===== src/rtl/timer_pkg.sv =====
// Shared constants, helpers and control-FSM state encodings for the countdown timer.
package timer_pkg;

  localparam int DIGIT_W = 4;
  localparam logic [DIGIT_W-1:0] SEC_TENS_MAX = 4'd5;
  localparam logic [DIGIT_W-1:0] DIGIT_MAX    = 4'd9;
  localparam int TICK_DIV_DEFAULT = 50_000_000;

  // State encodings used by the control FSM that drives load/run.
  // state     | meaning
  // INPUT     | operator edits preset, datapath held in load
  // COUNTDOWN | run asserted until done is seen
  // FINISH    | count expired, waiting for operator
  typedef enum logic [1:0] {
    INPUT     = 2'd0,
    COUNTDOWN = 2'd1,
    FINISH    = 2'd2
  } timer_state_t;

  // Saturate a BCD digit to its legal maximum.
  function automatic logic [DIGIT_W-1:0] clamp_digit(input logic [DIGIT_W-1:0] d,
                                                     input logic [DIGIT_W-1:0] max);
    return (d > max) ? max : d;
  endfunction

endpackage


===== src/rtl/timer_countdown_if.sv =====
// Control/display bundle between the timer FSM (master) and the countdown datapath (slave).
interface timer_countdown_if;
  import timer_pkg::*;

  logic               load;
  logic               run;
  logic [DIGIT_W-1:0] set_min_tens;
  logic [DIGIT_W-1:0] set_min_ones;
  logic [DIGIT_W-1:0] set_sec_tens;
  logic [DIGIT_W-1:0] set_sec_ones;
  logic [DIGIT_W-1:0] min_tens;
  logic [DIGIT_W-1:0] min_ones;
  logic [DIGIT_W-1:0] sec_tens;
  logic [DIGIT_W-1:0] sec_ones;
  logic               tick;
  logic               done;

  modport master (
    output load, run, set_min_tens, set_min_ones, set_sec_tens, set_sec_ones,
    input  min_tens, min_ones, sec_tens, sec_ones, tick, done
  );

  modport slave (
    input  load, run, set_min_tens, set_min_ones, set_sec_tens, set_sec_ones,
    output min_tens, min_ones, sec_tens, sec_ones, tick, done
  );

endinterface


===== src/rtl/tick_gen.sv =====
// One-second prescaler: counts enabled cycles 0..TICK_DIV-1 and flags the terminal count.
module tick_gen #(
  parameter int TICK_DIV = 4
) (
  input  logic clk,
  input  logic reset,
  input  logic clr,
  input  logic en,
  output logic tick
);

  localparam int CNT_W = $clog2(TICK_DIV);
  localparam logic [CNT_W-1:0] LAST = CNT_W'(TICK_DIV - 1);

  logic [CNT_W-1:0] cnt;

  // Tick is only meaningful on cycles that actually advance the prescaler.
  assign tick = en && !clr && !reset && (cnt == LAST);

  // Prescaler register; a clear restarts the second, a pause keeps the partial second.
  always_ff @(posedge clk) begin
    if (reset) begin
      cnt <= '0;
    end else if (clr) begin
      cnt <= '0;
    end else if (en) begin
      cnt <= tick ? '0 : cnt + CNT_W'(1);
    end
  end

endmodule


===== src/rtl/timer_countdown.sv =====
// MM:SS BCD countdown datapath: preset load with clamping, borrow-chained decrement, sticky done.
module timer_countdown
  import timer_pkg::*;
#(
  parameter int TICK_DIV = TICK_DIV_DEFAULT
) (
  input logic         clk,
  input logic         reset,
  timer_countdown_if.slave bus
);

  logic [DIGIT_W-1:0] min_tens, min_ones, sec_tens, sec_ones;
  logic [DIGIT_W-1:0] nx_min_tens, nx_min_ones, nx_sec_tens, nx_sec_ones;
  logic               done;
  logic               tick;
  logic               is_zero;
  logic               dec_zero;

  tick_gen #(.TICK_DIV(TICK_DIV)) u_tick_gen (
    .clk   (clk),
    .reset (reset),
    .clr   (bus.load),
    .en    (bus.run),
    .tick  (tick)
  );

  assign is_zero  = (min_tens == '0) && (min_ones == '0) && (sec_tens == '0) && (sec_ones == '0);
  assign dec_zero = (nx_min_tens == '0) && (nx_min_ones == '0) &&
                    (nx_sec_tens == '0) && (nx_sec_ones == '0);

  // One-second decrement with borrow rippling from seconds up to minute tens.
  always_comb begin
    nx_sec_ones = sec_ones - 1'b1;
    nx_sec_tens = sec_tens;
    nx_min_ones = min_ones;
    nx_min_tens = min_tens;
    if (sec_ones == '0) begin
      nx_sec_ones = DIGIT_MAX;
      if (sec_tens == '0) begin
        nx_sec_tens = SEC_TENS_MAX;
        if (min_ones == '0) begin
          nx_min_ones = DIGIT_MAX;
          nx_min_tens = min_tens - 1'b1;
        end else begin
          nx_min_ones = min_ones - 1'b1;
        end
      end else begin
        nx_sec_tens = sec_tens - 1'b1;
      end
    end
  end

  // Digit registers and done flag; the count saturates at 00:00 so a late run cycle is harmless.
  always_ff @(posedge clk) begin
    if (reset) begin
      min_tens <= '0;
      min_ones <= '0;
      sec_tens <= '0;
      sec_ones <= '0;
      done     <= 1'b0;
    end else if (bus.load) begin
      min_tens <= clamp_digit(bus.set_min_tens, DIGIT_MAX);
      min_ones <= clamp_digit(bus.set_min_ones, DIGIT_MAX);
      sec_tens <= clamp_digit(bus.set_sec_tens, SEC_TENS_MAX);
      sec_ones <= clamp_digit(bus.set_sec_ones, DIGIT_MAX);
      done     <= 1'b0;
    end else if (bus.run) begin
      if (is_zero) begin
        done <= 1'b1;
      end else if (tick) begin
        min_tens <= nx_min_tens;
        min_ones <= nx_min_ones;
        sec_tens <= nx_sec_tens;
        sec_ones <= nx_sec_ones;
        if (dec_zero) begin
          done <= 1'b1;
        end
      end
    end
  end

  assign bus.min_tens = min_tens;
  assign bus.min_ones = min_ones;
  assign bus.sec_tens = sec_tens;
  assign bus.sec_ones = sec_ones;
  assign bus.tick     = tick;
  assign bus.done     = done;

endmodule


===== src/flat_wrapper.sv =====
// flat-port wrapper written by rule: the top's interface ports become plain ports
module timer_countdown_flat import timer_pkg::*;
#(
  parameter int TICK_DIV = TICK_DIV_DEFAULT
)
  (clk, reset, bus_load, bus_run, bus_set_min_tens, bus_set_min_ones, bus_set_sec_tens, bus_set_sec_ones, bus_min_tens, bus_min_ones, bus_sec_tens, bus_sec_ones, bus_tick, bus_done);
  timer_countdown_if bus_i ();
  input logic clk;
  input logic reset;
  input wire logic [$bits(bus_i.load)-1:0] bus_load;
  input wire logic [$bits(bus_i.run)-1:0] bus_run;
  input wire logic [$bits(bus_i.set_min_tens)-1:0] bus_set_min_tens;
  input wire logic [$bits(bus_i.set_min_ones)-1:0] bus_set_min_ones;
  input wire logic [$bits(bus_i.set_sec_tens)-1:0] bus_set_sec_tens;
  input wire logic [$bits(bus_i.set_sec_ones)-1:0] bus_set_sec_ones;
  output wire logic [$bits(bus_i.min_tens)-1:0] bus_min_tens;
  output wire logic [$bits(bus_i.min_ones)-1:0] bus_min_ones;
  output wire logic [$bits(bus_i.sec_tens)-1:0] bus_sec_tens;
  output wire logic [$bits(bus_i.sec_ones)-1:0] bus_sec_ones;
  output wire logic [$bits(bus_i.tick)-1:0] bus_tick;
  output wire logic [$bits(bus_i.done)-1:0] bus_done;
  assign bus_i.load = bus_load;
  assign bus_i.run = bus_run;
  assign bus_i.set_min_tens = bus_set_min_tens;
  assign bus_i.set_min_ones = bus_set_min_ones;
  assign bus_i.set_sec_tens = bus_set_sec_tens;
  assign bus_i.set_sec_ones = bus_set_sec_ones;
  assign bus_min_tens = bus_i.min_tens;
  assign bus_min_ones = bus_i.min_ones;
  assign bus_sec_tens = bus_i.sec_tens;
  assign bus_sec_ones = bus_i.sec_ones;
  assign bus_tick = bus_i.tick;
  assign bus_done = bus_i.done;
  timer_countdown #(.TICK_DIV(TICK_DIV)) u_core (.clk(clk), .reset(reset), .bus(bus_i));
endmodule

===== config.mk =====
export PLATFORM = sky130hd
export DESIGN_NAME = timer_countdown_flat
export DESIGN_NICKNAME = d
export VERILOG_FILES = /design/src/rtl/timer_pkg.sv /design/src/rtl/timer_countdown_if.sv /design/src/rtl/tick_gen.sv /design/src/rtl/timer_countdown.sv /design/src/flat_wrapper.sv
export SDC_FILE = /design/constraint.sdc
export NUM_CORES = 1
export LEC_CHECK = 0
export CORE_MARGIN = 3
export CORE_UTILIZATION = 30
export DETAILED_ROUTE_END_ITERATION = 8
export RECOVER_POWER = 50
export SLEW_MARGIN = 20
export SYNTH_ARGS = -nofsm -noshare
export SYNTH_HDL_FRONTEND = slang
export SYNTH_SLANG_ARGS = --single-unit
export TNS_END_PERCENT = 1

===== constraint.sdc =====
create_clock -name clk -period 2.53 [get_ports clk]
set_input_delay 0.506 -clock clk [delete_from_list [all_inputs] [get_ports clk]]
set_output_delay 0.506 -clock clk [all_outputs]
set_load 0.02 [all_outputs]

* Yosys cells after proc, flatten, opt, wreduce, memory -nomap -nowiden *
Cells that the tools add are included.

storage, ports and cells
  flip-flop bits (word level) = 43
  bits of input ports = 20
  output and inout bits = 18
  logic and storage cells = 76

cells by class
  add/sub/neg operators = 5
  $lt $le $gt $ge = 4
  eq/ne operators = 2
  multiplexer cells = 33
  reduce and logical (&&, ||, !) cells = 26

operator list
  cell                   count
  $mux 4                 29
  $logic_not 4->1        8
  $add 26x1->26 const B  1
  $eq 26x26->1 const B   1
  $mux 26                1
  $sub 4x1->4 const B    4
  $gt 4x4->1 const B     3
  $logic_and 1x1->1      9
  $reduce_bool 2->1      4
  $reduce_and 3->1       2
  $gt 4x3->1 const B     1
  $mux 1                 3
  $logic_not 1->1        2
  $ne 2x2->1 const B     1
  $reduce_or 2->1        1

* Logic depth before layout (Yosys ltp) *
Gate-level depths: netlist (run 1).

  word-level depth = 11
  depth in mapped cells = 9
  depth with buffers taken out = 7

* Hierarchy *
Synthesis (run 1) repeated with hierarchy kept, for this count alone.

unflattened totals
  cells, all modules = 268
  area, all modules = 2326.0 µm²

by module, submodules not included
  module           times used  cells each  area an instance (µm²)  seq. area each (µm²)
  tick_gen         1           142         1265.0                  520.5
  timer_countdown  1           126         1061.0                  340.3

* Worst setup path after synthesis (run 1) *
Ideal clock, no wire load.

  path kind = input -> output
  from = in bus_load
  to = out bus_tick
  data arrival time = 1.853 ns
  data required time = 2.024 ns
  path slack = 0.171 ns
  stages = 4
  path buffers = 1
  path through = clkbuf_1 nor2_2 nand4_1 nor4_1

on the way
  longest elaborated chain between the ends = 4

ends and longest elaborated chain
  item                            line                source
  start: declaration              flat_wrapper.sv:10  input wire logic [$bits(bus_i.load)-1:0] bus_load;
  $logic_not 1->1                 tick_gen.sv:18      assign tick = en && !clr && !reset && (cnt == LAST);
  $logic_and 1x1->1 (3 in a row)  tick_gen.sv:18
  end: declaration                flat_wrapper.sv:20  output wire logic [$bits(bus_i.tick)-1:0] bus_tick;

Every way passes these cells.

* Worst setup path after layout (run 1) *
  from = in bus_run
  to = reg u_core.sec_ones[0], in the netlist u_core.bus.sec_ones[0]

on the way
  longest elaborated chain between the ends = 5
  elaborated cells between the ends (all ways) = 6
  classes of those cells = reduce/logical (6)

ends and longest elaborated chain
  item                                   line                   source
  start: declaration                     flat_wrapper.sv:11     input wire logic [$bits(bus_i.run)-1:0] bus_run;
  $logic_and 1x1->1 (3 in a row)         tick_gen.sv:18
  $reduce_bool 2->1 (no source line)     n/a
  $reduce_and 3->1 (no source line) (*)  n/a
  end signal: assignment                 timer_countdown.sv:65  sec_ones <= clamp_digit(bus.set_sec_ones, DIGIT_MAX);
  end signal: assignment                 timer_countdown.sv:74  sec_ones <= nx_sec_ones;
  end: declaration                       timer_countdown.sv:12  logic [DIGIT_W-1:0] min_tens, min_ones, sec_tens, sec_ones;

Mark *: on every way between the ends. The rest lies on a longest branch, timed or not.
A chain may end at the register's enable or synchronous reset.

==> results.sh, run 1 <==
export IMPL_path_class="input port to register"
export IMPL_required_ps=2710
export IMPL_drtIter0Drc=74
export IMPL_final_util_pct=41.47
export IMPL_power_frac_clock_pct=31.3
export IMPL_cap_violations=0
export IMPL_fin_nets=394
export IMPL_synth_enable_flop_cells=0
export IMPL_min_period_over_period_pct=93.91
export IMPL_dieArea_sq_um=9295
export IMPL_use_met2_pct=25.53
export IMPL_grt_max_degree=27
export IMPL_rows=32
export IMPL_use_met1_pct=20.79
export IMPL_cts_root_buf="clkbuf_8"
export IMPL_outcome="finished clean"
export IMPL_avgSynthCellArea_sq_um=8.067
export IMPL_design_core_area_sq_um=7848
export IMPL_cp_arrival_ps=2560
export IMPL_p_total_mw=1.404
export IMPL_cp_end_kind="register"
export IMPL_ys_seq_area_share_pct=35.10
export IMPL_syn_nets=327
export IMPL_intPower_mw=1.003
export IMPL_cts_buffers=5
export IMPL_grt_pass1_wl_mm=11.51
export IMPL_dieHeight_um=96.41
export IMPL_die_x_um=96.41
export IMPL_rsz0062_at_grt="no"
export IMPL_dr_pass1_iters=5
export IMPL_ir_worst_vdd_mv=0.1931
export IMPL_gr_total_overflow=0
export IMPL_critPathLaunchType="input port"
export IMPL_synthCells=304
export IMPL_io_buffers=37
export IMPL_async_flop_share_pct=0
export IMPL_clock_skew_ps=9.861
export IMPL_ys_flop_type="dfxtp_1"
export IMPL_worst_pin_slew_ps=450.1
export IMPL_grt_pass1_vias=2463
export IMPL_min_delay_path_class="register to register"
export IMPL_clock_fmax_mhz=420.9
export IMPL_finalSetupViolCount=0
export IMPL_pwr_share_seq_pct=50.7
export IMPL_grtUsageMet3_pct=3.331
export IMPL_crit_path_max_fanout=5
export IMPL_clock_sinks=43
export IMPL_p_leak_nw=1.203
export IMPL_yosys_top_cells_area="dfxtp_1 35%, nor2_1 6.3%, xor2_1 5.0%"
export IMPL_synth_distinct_cells=53
export IMPL_cts_tree="yes"
export IMPL_syn_to_final_growth_pct=32.70
export IMPL_wire_per_inst_um=14.19
export IMPL_relSlewSlack_pct=69.76
export IMPL_hold_viol_final=0
export IMPL_fin_hold_ws_ps=505.2
export IMPL_clock_latency_ps=300
export IMPL_p_comb_share_pct=18.0
export IMPL_antenna_left=0
export IMPL_finalCriticalPeriod_ps=2376
export IMPL_initial_utilization_pct=31.25
export IMPL_cts_setup_buffers=0
export IMPL_diodes=0
export IMPL_busiest_layer="met2"
export IMPL_grt_antenna_before_repair=0
export IMPL_clkTransAtPathRegs_ps=80
export IMPL_yosys_warnings=0
export IMPL_wl_mm=6.728
export IMPL_dp_hpwl_mm=5.021
export IMPL_synth_area_sq_um=2452
export IMPL_num_vias=2436
export IMPL_synth_largest_area_cell="dfxtp_1"
export IMPL_swShare_pct=28.55
export IMPL_ys_ff_latch=43
export IMPL_p_sw_mw=0.4008
export IMPL_routabilityCongestion=0.8654
export IMPL_drv_slew=0
export IMPL_drc=0
export IMPL_viasPerCell=5.139
export IMPL_track_usage_pct=15.81
export IMPL_synth_top_area_share_pct=35.10
export IMPL_cts_path_max_buffers=2
export IMPL_htreeDepth=2
export IMPL_power_density_nw_per_um2=431.3
export IMPL_drive_above_1_share_pct=16.13
export IMPL_ioPinCount=38
synth_stat cells, drive strengths merged, types with 2 or more instances:
| cell type | n |
|---|---|
| and4 | 7 |
| buf | 4 |
| xnor2 | 12 |
| clkbuf | 12 |
| a21oi | 6 |
| a211oi | 4 |
| o21a | 5 |
| nand2b | 3 |
| xor2 | 14 |
| or3 | 5 |
| dfxtp | 43 |
| nand4 | 14 |
| a311oi | 2 |
| or4 | 7 |
| a2111oi | 2 |
| nor2 | 42 |
| a21o | 2 |
| o211ai | 3 |
| and2 | 2 |
| mux2i | 3 |
| nand3 | 15 |
| and3 | 3 |
| ha | 3 |
| nor3 | 20 |
| nor4 | 12 |
| inv | 8 |
| o21ai | 6 |
| nand2 | 27 |
| or2 | 2 |
metrics by stage:
stage | setup WS [ps] | instances | area (sq um) | TNS [ps]
5_1_grt | 25.66 | 474 | 3254 | 0
4_1_cts | 26.91 | 474 | 3274 | 0
3_5_place_dp | -438.7 | 466 | 3182 | -1411
6_report | 154.1 | 474 | 3254 | 0
3_3_place_gp | -383.7 | 466 | 3182 | -684.0
2_1_floorplan | 171.0 | 304 | 2452 | 0
power groups by stage:
stage | registers, mW | clock network (mW) | logic (mW)
global route | 0.714 | 0.480 | 0.280
floorplan | 0.742 | 0 | 0.131
CTS | 0.711 | 0.453 | 0.264
finish | 0.711 | 0.439 | 0.253
global placement | 0.727 | 0 | 0.261
detailed placement | 0.726 | 0 | 0.262
cell families (layout without fill, tap and decap cells):
| group | count (synthesis) | count (layout) | synth area share [%] |
|---|---|---|---|
| muxes | 3 | 3 | 1.225 |
| AOI/OAI and AO/OA | 40 | 40 | 12.20 |
| buffers and inverters | 24 | 92 | 4.235 |
| adders and majority gates | 3 | 3 | 1.531 |
| DFF | 43 | 43 | 35.10 |
| xor gates and xnor gates | 26 | 26 | 9.286 |
| and+or+nand+nor | 165 | 165 | 36.43 |
critical path: stages:
cell and delay, ps:
clkdlybuf4s50_1 480, and4_1 200, buf_4 140, nand4_1 220
or3_2 580, a221oi_1 340, a311oi_1 80
worst paths after layout:
check	depth (start not counted)	to	slack, ps	startpoint
max	7	u_core.bus.sec_ones[0]$_SDFFE_PP0P_	150	bus_run
min	2	u_core.bus.sec_tens[3]$_SDFFE_PP0P_	510	u_core.bus.sec_tens[3]$_SDFFE_PP0P_
max reg2reg	7	u_core.bus.sec_ones[0]$_SDFFE_PP0P_	260	u_core.u_tick_gen.cnt[0]$_SDFFE_PP0P_
min reg2reg	2	u_core.bus.sec_tens[3]$_SDFFE_PP0P_	510	u_core.bus.sec_tens[3]$_SDFFE_PP0P_
layout make-up:
class                           count  area, sq um
Fill cell                         828         4593
Multi-Input combinational cell    237         1488
Sequential cell                    43        860.8
Timing Repair Buffer               76        663.1
Tap cell                          102        127.6
Clock buffer                        6        72.57
Inverter                            8        30.03
Clock inverter                      2        12.51
registers in the layout (all words and copies together), names as in the netlist:
| name | cells |
|---|---|
| u_core.u_tick_gen.cnt | 26 |
| u_core.bus.min_tens | 4 |
| u_core.bus.sec_tens | 4 |
| u_core.bus.min_ones | 4 |
| u_core.bus.done | 1 |
| u_core.bus.sec_ones | 4 |
cells in the final DEF, fill, tap and decap left out, drive strengths merged, types with 2 or more instances in the layout:
cell type       n
nand2          27
and3            3
o21a            5
or3             5
inv             8
and2            2
a211oi          4
nand2b          3
or2             2
dfxtp          43
buf            37
nand3          15
xor2           14
nor2           42
and4            7
mux2i           3
clkbuf          9
a21o            2
ha              3
nor4           12
clkdlybuf4s50  19
o21ai           6
nor3           20
nand4          14
a311oi          2
dlygate4sd3    17
a21oi           6
xnor2          12
or4             7
a2111oi         2
o211ai          3
routing by layer:
layer | vias up | wire length, um
li1 | 1244 | -
met1 | 1127 | 3285
met2 | 52 | 3020
met3 | 13 | 285
met4 | 0 | 136
met5 | - | 0
timing repair:
action,in CTS,in global routing
endpoints found under the setup margin,1,1
hold endpoints to repair,0,0
hold buffers,0,0
gates resized for setup,5,2
pin swaps,0,1
No activity file was read; power rests on OpenSTA's default activity.
==> run 2: changes to the inputs <==
Settings changed: CAP_MARGIN set to 0, CORE_UTILIZATION 30 to 54, CTS_CLUSTER_SIZE set to 30, PLACE_DENSITY set to 0.8.
==> run 2 against run 1 <==
  * Largest power group unchanged
  * Non-clock buffer count decreased by 10
  * Clock power decreased by 1%
  * Sequential share of layout area increased by 1.2 points
  * Core utilization increased by 33 points
  * Power decreased by 0.54%
  * First-iteration DRC count increased to 2.5 times the previous value
  * Sequential power about the same
  * Count of clock-buffer cells in the layout unchanged
  * Flip-flop and latch count unchanged
  * Critical endpoint is now bus_tick
  * Highest routed layer unchanged
==> results.sh, run 2 (synthesized netlist as in run 1, its figures left out) <==
export IMPL_cts_path_max_buffers=2
export IMPL_num_vias=2505
export IMPL_dieArea_sq_um=5386
export IMPL_placed_area_sq_um=3042
export IMPL_slowest_delay_ps=430
export IMPL_rsz0062_at_grt="no"
export IMPL_power_density_nw_per_um2=449.1
export IMPL_path_class="input port to output port"
export IMPL_clock_skew_ps=7.852
export IMPL_cts_setup_buffers=0
export IMPL_dp_hpwl_mm=4.718
export IMPL_finalCriticalPeriod_ps=2391
export IMPL_ir_worst_vdd_mv=0.3400
export IMPL_cap_violations=0
export IMPL_cts_buffers=5
export IMPL_grt_antenna_before_repair=0
export IMPL_layout_common_cells="43 x dfxtp_1, 41 x nor2_1, 27 x nand2_1"
export IMPL_outcome="finished clean"
export IMPL_grt_max_degree=27
export IMPL_multi_input_area_sq_um=1494
export IMPL_ioPinCount=38
export IMPL_clkTransAtPathRegs_ps=80
export IMPL_final_util_pct=74.00
export IMPL_p_total_mw=1.396
export IMPL_drc=0
export IMPL_r2r_start="u_core.bus.sec_ones[0]$_SDFFE_PP0P_"
export IMPL_hold_viol_final=0
export IMPL_diodes=0
export IMPL_crit_end="bus_tick"
export IMPL_layout_commonest_cell="dfxtp_1"
export IMPL_ff2ff_path_depth=5
export IMPL_routabilityCongestion=0.9157
export IMPL_io_buffers=37
export IMPL_drtIter0Drc=186
export IMPL_crit_path_max_fanout=4
export IMPL_fin_nets=384
export IMPL_largest_reg_flops=26
export IMPL_viasPerCell=6.080
export IMPL_p_leak_nw=1.132
export IMPL_syn_to_final_growth_pct=26.79
export IMPL_fillers=327
export IMPL_grt_pass1_vias=2408
export IMPL_dr_pass1_iters=4
export IMPL_cp_end_kind="output port"
export IMPL_crit_slowest_cell="clkdlybuf4s50_1"
export IMPL_clock_sinks=43
export IMPL_gr_total_overflow=0
export IMPL_seq_area_sq_um=860.8
export IMPL_dp_cells=404
export IMPL_required_ps=2020
export IMPL_finalNonFillerCells=412
export IMPL_antenna_left=0
export IMPL_min_period_over_period_pct=94.51
export IMPL_track_usage_pct=24.51
export IMPL_startpoint="bus_load"
export IMPL_die_x_um=73.39
export IMPL_min_delay_path_class="register to register"
export IMPL_drive_above_1_share_pct=14.36
export IMPL_worst_pin_slew_ps=495.0
export IMPL_dieHeight_um=73.39
export IMPL_clock_fmax_mhz=418.2
export IMPL_top_register="u_core.u_tick_gen.cnt"
export IMPL_design_area_sq_um=3109
export IMPL_relSlewSlack_pct=66.69
export IMPL_critPathLaunchType="input port"
export IMPL_rows=23
export IMPL_cts_root_buf="clkbuf_8"
export IMPL_htreeDepth=2
export IMPL_cts_tree="yes"
export IMPL_cp_arrival_ps=1890
export IMPL_drv_slew=0
export IMPL_worst_slack_ps=138.9
export IMPL_wire_per_inst_um=15.41
export IMPL_finalSetupViolCount=0
export IMPL_clock_latency_ps=300
export IMPL_worst_r2r_setup_slack_ps=210
export IMPL_place_ws_ps=-354.7
export IMPL_r2r_end="u_core.bus.min_tens[3]$_SDFFE_PP0P_"
export IMPL_crit_chain="clkdlybuf4s50_1 > nor2_2 > nand4_1 > nor4_2 > clkbuf_2"
export IMPL_grt_pass1_wl_mm=10.52
export IMPL_wl_mm=6.349
export IMPL_design_core_area_sq_um=4202
export IMPL_initial_utilization_pct=58.37
run 2: cell count changes in the layout (fill, tap and decap cells not counted), sizes merged:
cell,before,now
clkbuf,9,11
buf,37,25
run 2: worst min path at each step:
stage               cells past startpoint                                    from  slack (ps)                                     end
floorplan                               2  u_core.u_tick_gen.cnt[23]$_SDFFE_PP0P_         480  u_core.u_tick_gen.cnt[23]$_SDFFE_PP0P_
global placement                        2  u_core.u_tick_gen.cnt[23]$_SDFFE_PP0P_         510  u_core.u_tick_gen.cnt[23]$_SDFFE_PP0P_
detailed placement                      2  u_core.u_tick_gen.cnt[23]$_SDFFE_PP0P_         510  u_core.u_tick_gen.cnt[23]$_SDFFE_PP0P_
CTS                                     2  u_core.u_tick_gen.cnt[23]$_SDFFE_PP0P_         530  u_core.u_tick_gen.cnt[23]$_SDFFE_PP0P_
global route                            2   u_core.u_tick_gen.cnt[0]$_SDFFE_PP0P_         550   u_core.u_tick_gen.cnt[0]$_SDFFE_PP0P_
finish                                  2  u_core.u_tick_gen.cnt[23]$_SDFFE_PP0P_         530  u_core.u_tick_gen.cnt[23]$_SDFFE_PP0P_
run 2: final cells by class:
type,count,share of cell area [%]
Inverter,8,0.9658
Clock buffer,6,2.334
Sequential cell,43,27.69
Timing Repair Buffer,66,18.55
Tap cell,50,2.012
Multi-Input combinational cell,237,48.05
Clock inverter,2,0.4024
run 2: what timing repair did:
item	4_1_cts	5_1_grt
gates resized for setup	3	2
setup endpoints to repair	1	1
hold buffers	0	0
run 2: stage by stage:
step	setup TNS [ps]	hold slack, ps
global placement	-424.1	505.7
detailed placement	-652.6	509.3
CTS	0	531.9
global route	0	554.3
finish	0	525.0
floorplan	0	477.5
run 2: metal layers:
metal | global-route usage [%] | vias up | part of all wire (%)
met5 | 0 | - | 0
met1 | 30.04 | 1151 | 42
met2 | 41.71 | 110 | 48
met4 | 10.87 | 0 | 2.3
met3 | 4.378 | 17 | 7.9
li1 | - | 1227 | -
run 2: worst max-delay path: cells and delay by family:
family | cells | cell delay (ps)
simple gates | 3 | 720
buf+inv | 2 | 650
run 2: where the power goes:
part | total, mW | switching, mW | internal, mW
clock network | 0.433 | 0.240 | 0.193
logic | 0.250 | 0.134 | 0.115
registers | 0.714 | 0.0223 | 0.691
total | 1.40 | 0.396 | 1.00
==> run 3: changes to the inputs <==
Settings changed: CELL_PAD_IN_SITES_DETAIL_PLACEMENT set to 1, CELL_PAD_IN_SITES_GLOBAL_PLACEMENT set to 1, CORE_UTILIZATION 54 to 40, PLACE_DENSITY 0.8 to unset, PLACE_DENSITY_LB_ADDON set to 0.1.
==> run 3 against run 2 <==
  * Clock power rose by 3%
  * Clock skew fell by 3.6 ps
  * Flip-flop and latch count did not move
  * Worst setup slack got worse by 51 ps
  * Critical path depth rose by 1
  * Via count rose by 0.48%
  * Count of clock-buffer cells in the layout did not move
  * Global-route usage fell by 2.6 points
  * Critical path type unchanged
  * Highest routed layer unchanged
==> results.sh, run 3 (synthesized netlist as in run 1, its figures left out) <==
export IMPL_cts_buffers=5
export IMPL_dieHeight_um=84.30
export IMPL_design_core_area_sq_um=5709
export IMPL_path_class="input port to output port"
export IMPL_cts_root_buf="clkbuf_8"
export IMPL_r2r_start="u_core.bus.sec_ones[3]$_SDFFE_PP0P_"
export IMPL_power_density_nw_per_um2=441.4
export IMPL_fin_hold_ws_ps=528.0
export IMPL_tns_ps=0
export IMPL_hold_viol_final=0
export IMPL_outcome="finished clean"
export IMPL_gr_total_overflow=0
export IMPL_clock_fmax_mhz=409.5
export IMPL_diodes=0
export IMPL_antenna_left=0
export IMPL_num_vias=2517
export IMPL_p_leak_nw=1.183
export IMPL_clock_latency_ps=300
export IMPL_min_delay_path_class="register to register"
export IMPL_cts_setup_buffers=0
export IMPL_viasPerCell=5.682
export IMPL_wire_per_inst_um=16.63
export IMPL_startpoint="bus_run"
export IMPL_critPathLaunchType="input port"
export IMPL_drive_above_1_share_pct=16.71
export IMPL_rows=27
export IMPL_cts_path_max_buffers=2
export IMPL_ir_worst_vdd_mv=0.2343
export IMPL_dieArea_sq_um=7106
export IMPL_final_util_pct=56.54
export IMPL_top_register="u_core.u_tick_gen.cnt"
export IMPL_hold_buffers=0
export IMPL_layout_common_cells="43 x dfxtp_1, 41 x nor2_1, 35 x buf_4"
export IMPL_cts_tree="yes"
export IMPL_drc=0
export IMPL_routabilityCongestion=0.8176
export IMPL_layout_commonest_cell="dfxtp_1"
export IMPL_drtIter0Drc=77
export IMPL_die_x_um=84.30
export IMPL_wl_mm=7.366
export IMPL_relSlewSlack_pct=68.50
export IMPL_grt_antenna_before_repair=0
export IMPL_htreeDepth=2
export IMPL_grt_pass1_vias=2630
export IMPL_ioPinCount=38
export IMPL_dr_pass1_iters=4
export IMPL_cp_end_kind="output port"
export IMPL_largest_reg_flops=26
export IMPL_worst_pin_slew_ps=468.9
export IMPL_fin_nets=393
export IMPL_clkTransAtPathRegs_ps=80
export IMPL_cp_arrival_ps=1940
export IMPL_grt_pass1_wl_mm=12.78
export IMPL_finalSetupViolCount=0
export IMPL_min_period_over_period_pct=96.52
export IMPL_syn_to_final_growth_pct=31.63
export IMPL_drv_slew=0
export IMPL_min_from="u_core.u_tick_gen.cnt[23]$_SDFFE_PP0P_"
export IMPL_initial_utilization_pct=42.95
export IMPL_clock_skew_ps=4.240
export IMPL_io_buffers=37
export IMPL_dp_hpwl_mm=5.579
export IMPL_required_ps=2020
export IMPL_cap_violations=0
export IMPL_rsz0062_at_grt="no"
export IMPL_grt_max_degree=27
export IMPL_track_usage_pct=21.92
export IMPL_clock_sinks=43
export IMPL_crit_path_max_fanout=2
export IMPL_finalCriticalPeriod_ps=2442
run 3: final cells by class:
| type | count | area, sq um |
|---|---|---|
| clock inverters | 2 | 12.51 |
| multi-input cells | 237 | 1496 |
| fillers | 711 | 2481 |
| repair buffers | 75 | 665.6 |
| inverters | 8 | 30.03 |
| flip-flops and latches | 43 | 860.8 |
| well taps | 72 | 90.09 |
| clock buffers | 6 | 72.57 |
run 3: what timing repair did:
action                     4_1_cts  5_1_grt
setup endpoints to repair        1        1
pin swaps                        0        2
resized for setup                3        2
run 3: worst paths after layout:
path | end | slack (ps) | cells past startpoint
min reg2reg | u_core.u_tick_gen.cnt[23]$_SDFFE_PP0P_ | 530 | 2
min | u_core.u_tick_gen.cnt[23]$_SDFFE_PP0P_ | 530 | 2
max | bus_tick | 90 | 6
max reg2reg | u_core.bus.done$_SDFFE_PP0P_ | 110 | 7
run 3: metrics by stage:
stage          power, mW  cell area, sq um  instances  worst slack, ps
2_1_floorplan     0.8733              2452        304            171.0
6_report           1.425              3228        443            88.09
5_1_grt            1.485              3228        443            2.106
4_1_cts            1.444              3223        443            28.17
3_5_place_dp      0.9994              3137        435           -310.5
3_3_place_gp      0.9924              3137        435           -285.8
run 3: critical path, stage by stage:
cell and delay (ps):
clkdlybuf4s50_1 470, and4_4 210, nand2_1 70, nor4_2 270, buf_4 150, clkdlybuf4s15_2 250
run 3: metal layers:
layer | share of wire, % | global-route usage (%)
met1 | 45 | 27.61
met3 | 2.8 | 3.140
met5 | 0 | 0
met2 | 50 | 38.38
met4 | 1.9 | 7.018
run 3: report_power, final:
| part | total, mW | internal, mW | switching (mW) |
|---|---|---|---|
| clock network | 0.445 | 0.193 | 0.252 |
| logic | 0.269 | 0.123 | 0.146 |
| registers | 0.710 | 0.691 | 0.0191 |
| total | 1.42 | 1.01 | 0.417 |
